--- src/rtl/pipeline_ctrl_pkg.sv ---
// Shared types and constants for the pipeline stall/flush sequencer.
package pipeline_ctrl_pkg;

  typedef enum logic [1:0] {
    RUN      = 2'd0,
    MEM_WAIT = 2'd1,
    ERROR    = 2'd2
  } state_e;

  localparam logic [4:0] REG_ZERO      = 5'd0;
  localparam int         CNT_W_DEFAULT = 16;

endpackage

--- src/rtl/pipeline_ctrl_sat_counter.sv ---
// Saturating up-counter with synchronous active-low clear; holds at all-ones.
module sat_counter #(
  parameter int W = 16
) (
  input  logic         clk_i,
  input  logic         rst_i,
  input  logic         inc_i,
  output logic [W-1:0] cnt_o
);

  logic [W-1:0] cnt_q;
  logic [W-1:0] cnt_d;

  always_comb begin
    cnt_d = cnt_q;
    if (inc_i && (cnt_q != {W{1'b1}})) begin
      cnt_d = cnt_q + {{(W-1){1'b0}}, 1'b1};
    end
  end

  always_ff @(posedge clk_i) begin
    if (!rst_i) begin
      cnt_q <= '0;
    end else begin
      cnt_q <= cnt_d;
    end
  end

  assign cnt_o = cnt_q;

endmodule

--- src/rtl/pipeline_ctrl.sv ---
// Stall/flush sequencer for the 5-stage pipeline: load-use stalls, ID redirects,
// data-memory wait freeze with timeout, and saturating stall/flush statistics.
module pipeline_ctrl
  import pipeline_ctrl_pkg::*;
#(
  parameter int MEM_TIMEOUT = 16,
  parameter int CNT_W       = CNT_W_DEFAULT
) (
  input  logic             clk_i,
  input  logic             rst_i,
  input  logic [4:0]       id_rs_i,
  input  logic [4:0]       id_rt_i,
  input  logic             id_uses_rt_i,
  input  logic             ex_memread_i,
  input  logic [4:0]       ex_rt_i,
  input  logic             id_branch_i,
  input  logic             id_eq_i,
  input  logic             id_jump_i,
  input  logic             dmem_req_i,
  input  logic             dmem_ready_i,
  output logic             pc_write_o,
  output logic             ifid_write_o,
  output logic             ifid_flush_o,
  output logic             idex_bubble_o,
  output logic             pipe_hold_o,
  output logic             memwb_bubble_o,
  output logic             err_o,
  output logic [CNT_W-1:0] stall_cnt_o,
  output logic [CNT_W-1:0] flush_cnt_o
);

  localparam logic [15:0] TIMEOUT = 16'(MEM_TIMEOUT);

  state_e      state_q, state_d;
  logic [15:0] wait_cnt_q, wait_cnt_d;
  logic        freeze, load_use, redirect;

  always_comb begin
    freeze   = ((state_q == RUN) && dmem_req_i && !dmem_ready_i) ||
               ((state_q == MEM_WAIT) && !dmem_ready_i) ||
               (state_q == ERROR);
    load_use = ex_memread_i && (ex_rt_i != REG_ZERO) &&
               ((ex_rt_i == id_rs_i) || (id_uses_rt_i && (ex_rt_i == id_rt_i)));
    redirect = id_jump_i || (id_branch_i && id_eq_i);

    pc_write_o     = 1'b1;
    ifid_write_o   = 1'b1;
    ifid_flush_o   = 1'b0;
    idex_bubble_o  = 1'b0;
    pipe_hold_o    = 1'b0;
    memwb_bubble_o = 1'b0;

    // Reset overrides everything so a pending wait is abandoned immediately.
    if (rst_i) begin
      if (freeze) begin
        pc_write_o     = 1'b0;
        ifid_write_o   = 1'b0;
        pipe_hold_o    = 1'b1;
        memwb_bubble_o = 1'b1;
      end else if (load_use) begin
        pc_write_o    = 1'b0;
        ifid_write_o  = 1'b0;
        idex_bubble_o = 1'b1;
      end else if (redirect) begin
        ifid_flush_o = 1'b1;
      end
    end
  end

  always_comb begin
    state_d    = state_q;
    wait_cnt_d = wait_cnt_q;
    case (state_q)
      RUN: begin
        if (dmem_req_i && !dmem_ready_i) begin
          state_d    = MEM_WAIT;
          wait_cnt_d = 16'd1;
        end
      end
      MEM_WAIT: begin
        if (dmem_ready_i) begin
          state_d    = RUN;
          wait_cnt_d = 16'd0;
        end else if (wait_cnt_q == TIMEOUT) begin
          state_d = ERROR;
        end else begin
          wait_cnt_d = wait_cnt_q + 16'd1;
        end
      end
      ERROR:   state_d = ERROR;
      default: state_d = RUN;
    endcase
  end

  always_ff @(posedge clk_i) begin
    if (!rst_i) begin
      state_q    <= RUN;
      wait_cnt_q <= 16'd0;
    end else begin
      state_q    <= state_d;
      wait_cnt_q <= wait_cnt_d;
    end
  end

  assign err_o = rst_i && (state_q == ERROR);

  sat_counter #(.W(CNT_W)) u_stall_cnt (
    .clk_i (clk_i),
    .rst_i (rst_i),
    .inc_i (!pc_write_o),
    .cnt_o (stall_cnt_o)
  );

  sat_counter #(.W(CNT_W)) u_flush_cnt (
    .clk_i (clk_i),
    .rst_i (rst_i),
    .inc_i (ifid_flush_o),
    .cnt_o (flush_cnt_o)
  );

endmodule

--- config.mk ---
export PLATFORM = sky130hd
export DESIGN_NAME = pipeline_ctrl
export DESIGN_NICKNAME = d
export VERILOG_FILES = /design/src/rtl/pipeline_ctrl_pkg.sv /design/src/rtl/pipeline_ctrl_sat_counter.sv /design/src/rtl/pipeline_ctrl.sv
export SDC_FILE = /design/constraint.sdc
export NUM_CORES = 1
export LEC_CHECK = 0
export CELL_PAD_IN_SITES_DETAIL_PLACEMENT = 1
export CELL_PAD_IN_SITES_GLOBAL_PLACEMENT = 2
export CORE_MARGIN = 3
export CORE_UTILIZATION = 29
export CTS_CLUSTER_DIAMETER = 150
export CTS_CLUSTER_SIZE = 24
export DETAILED_ROUTE_END_ITERATION = 10
export MAX_ROUTING_LAYER = met4
export PLACE_DENSITY = 0.79
export SYNTH_ARGS = -nofsm -noshare
export SYNTH_HDL_FRONTEND = slang
export SYNTH_SLANG_ARGS = --single-unit
--- constraint.sdc ---
create_clock -name clk_i -period 2.1 [get_ports clk_i]
set_input_delay 0.42 -clock clk_i [delete_from_list [all_inputs] [get_ports clk_i]]
set_output_delay 0.42 -clock clk_i [all_outputs]
set_load 0.01 [all_outputs]
==> results.toml <==
[critical_path]
reg2reg_to = "u_stall_cnt.cnt_o[11]"
worstPathArrival_ns = 1.66
crit_fanout = 2
ff2ff_path_depth = 8
cp-end-kind = "primary output"
setup.worst_path.class = "in2out"
cp-start-kind = "primary input"
reg2reg_from = "u_stall_cnt.cnt_o[0]"
reg2reg_slack_ns = 0.14
endpoint = "ifid_write_o"
cp_data_required_time_ns = 1.68
startpoint = "ex_rt_i[1]"

[pwr]
clkPwrFrac_pct = 31.7
p_int_mw = 1.40
sequentialPowerShare_pct = 51.1
leakage_nw = 1.49
ir_drop_uv = 278
comb_power_share_pct = 17.2
swShare_pct = 26.5
power.switching_mw = 0.504
cellPowerDensity_mw_per_mm2 = 471
total_power_mw = 1.90

[timing]
skew_ns = 0.00936
slew_headroom_pct = 64.6
tightest_slew_ns = 0.525
slew_viol_final = 0
post-route-period-util_pct = 99.0
fmax_mhz = 481
finalSetupTns_ns = 0
rsz0062_at_grt = "yes"
finalSetupViolations = 0
fin_crit_ns = 2.08
hold_viol_final = 0

[synth]
synth-edff-count = 0
synth_mux_area_share_pct = 1.11
synth-async-reset-ratio_pct = 0
synth-main-ff-cell = "dfxtp_1"
synthAdderAreaFrac_pct = 1.86
synth-compound-area-share_pct = 18.8
ys_ff_latch = 50
seq_area_frac_synth_pct = 37.1
yosys_warnings = 0
synth_top_family_by_area = "simple AND/OR/NAND/NOR gates"
synthSimpleGateAreaFrac_pct = 29.8
synth_fp_nets = 358
synth.avg_cell_area_sq_um = 8.17
synthXorXnorAreaFrac_pct = 7.79
netlist_instances = 330
synth_area_sq_mm = 0.00270
synth.distinct_cells = 49

[layout]
antenna_cells = 0
final_cell_mix = "buf_4 (57), dfxtp_1 (49), clkdlybuf4s50_1 (37)"
final_common_cell = "buf_4"
design_area_sq_mm = 0.00403
num-nets-final = 477
area.growth.synth_to_final_pct = 49.5
stdcell_count = 558
drive_above_1_share_pct = 24.9

[detailed_routing]
avgViaCountPerCell = 5.14
vias = 2869
wl_um = 8730
postRouteAntennaNets = 0
drcViolationCount = 0
drt-pass1-iter-count = 4
drtIter0Drc = 46
wl_per_cell_um = 15.7

[floorplan]
die_area_sq_mm = 0.0105
num_rows = 34
core-area_sq_mm = 0.00889
chipHeight_um = 102
initial_core_util_pct = 30.3
die_w_um = 102
pin_count = 63

[clocking]
cts.sinks = 50
tritoncts = "done"
root_buffer = "clkbuf_8"
cts_made_buffers = 5
clk_pin_slew_ns = 0.09
worstSkewPairLatency_ns = 0.30
ctsLongestPathBuffers = 2
h-tree-depth = 2

[min_path]
hp-class = "reg2reg"
min_path_cells = 2

[placement]
io_buffers = 62
dpl-instance-area_sq_mm = 0.00377
dpl.cell_count = 538
post-dp-hpwl_um = 6550
gp_congestion = 0.796

[global_route]
overflow = 0
grtUsageTotal_pct = 17.7
antenna_found_initial = 0
grt_pass1_wl_um = 14500
grt_max_degree = 21
first_global_vias = 3030

[job]
cap_violations = 0

[status]
status = "finished clean"
==> routing by layer <==
metal | track usage, % | wire [um]
met1 | 22.4 | 4110
met2 | 30.0 | 4380
met3 | 2.39 | 156
met4 | 3.63 | 80
met5 | - | 0
==> kinds of logic (layout without fill, tap and decap cells) <==
| group | Yosys count | in the layout |
|---|---|---|
| mux | 3 | 3 |
| xor+xnor | 24 | 24 |
| flops | 50 | 50 |
| fa+ha+maj | 4 | 4 |
| compound gates | 79 | 79 |
| buf+inv | 20 | 140 |
| simple gates | 150 | 150 |
==> cell type report <==
type | count | area (sq um)
inverter | 9 | 33.8
clock buffer | 6 | 82.6
tap | 108 | 135
timing repair buffer | 123 | 1050
multi-input combinational | 260 | 1710
sequential | 50 | 1000
clock inverter | 2 | 12.5
fill | 1087 | 4860
==> power groups by stage <==
stage	clock, mW	sequential (mW)	combinational [mW]
after global routing	0.673	0.973	0.359
after detailed placement	0	0.992	0.300
after CTS	0.628	0.971	0.318
after global placement	0	0.992	0.294
after floorplan	0	0.998	0.115
final	0.602	0.972	0.328
==> critical path, cell delays in order <==
cell and delay (ns):
buf_6 0.09, or4_4 0.56, o21a_1 0.23, nand2_2 0.10
nand2_2 0.06, nand2_2 0.09, buf_6 0.11
==> synthesized netlist by cell type (2+ instances only) <==
| library cell | instances | area (sq um) |
|---|---|---|
| a21o_1 | 2 | 15.0 |
| a21oi_1 | 21 | 105 |
| a21oi_2 | 2 | 17.5 |
| and2_1 | 5 | 31.3 |
| and3_1 | 9 | 56.3 |
| and4_1 | 3 | 26.3 |
| buf_4 | 3 | 22.5 |
| clkbuf_1 | 7 | 26.3 |
| dfxtp_1 | 50 | 1000 |
| ha_1 | 4 | 50.1 |
| inv_1 | 9 | 33.8 |
| mux2i_1 | 3 | 30.0 |
| nand2_1 | 31 | 116 |
| nand2b_1 | 7 | 43.8 |
| nand3_1 | 22 | 110 |
| nand4_1 | 9 | 56.3 |
| nor2_1 | 22 | 82.6 |
| nor2b_1 | 2 | 12.5 |
| nor3_1 | 4 | 20.0 |
| nor3b_1 | 2 | 15.0 |
| nor4_1 | 8 | 50.1 |
| o2111ai_1 | 2 | 17.5 |
| o211ai_1 | 9 | 67.6 |
| o21a_1 | 2 | 15.0 |
| o21ai_0 | 23 | 115 |
| o31ai_1 | 6 | 45.0 |
| or3_1 | 18 | 113 |
| or4_1 | 2 | 15.0 |
| xnor2_1 | 14 | 123 |
| xor2_1 | 10 | 87.6 |
==> state kept, by name, summed over array words and instances, names as in the netlist <==
signal,flops
u_flush_cnt.cnt_o,16
u_stall_cnt.cnt_o,16
wait_cnt_q,16
state_q,2
==> how the worst min path moves through the flow <==
stage | startpoint | end | slack [ns]
2_1_floorplan | wait_cnt_q[15] | wait_cnt_q[15] | 0.46
3_3_place_gp | u_flush_cnt.cnt_o[10] | u_flush_cnt.cnt_o[10] | 0.47
3_5_place_dp | u_flush_cnt.cnt_o[15] | u_flush_cnt.cnt_o[15] | 0.49
4_1_cts | u_flush_cnt.cnt_o[15] | u_flush_cnt.cnt_o[15] | 0.50
5_1_grt | u_flush_cnt.cnt_o[15] | u_flush_cnt.cnt_o[15] | 0.53
6_report | u_flush_cnt.cnt_o[15] | u_flush_cnt.cnt_o[15] | 0.49
==> timing repair <==
action	in CTS	in global routing
setup buffers	11	1
hold buffers	0	0
cloned	0	0
setup endpoints to repair	37	23
pin swaps	19	12
endpoints found under the hold margin	0	0
resized for setup	70	27
==> per-stage QoR <==
stage,worst slack (ns),util [%],hold WS [ns]
2_1_floorplan,0.111,-,0.458
3_3_place_gp,-0.680,42.4,0.468
3_5_place_dp,-0.800,42.4,0.487
4_1_cts,0.000222,44.6,0.502
5_1_grt,-0.0331,45.4,0.527
6_report,0.0207,45.4,0.491
Note: power is estimated with default switching activity, not from simulation.
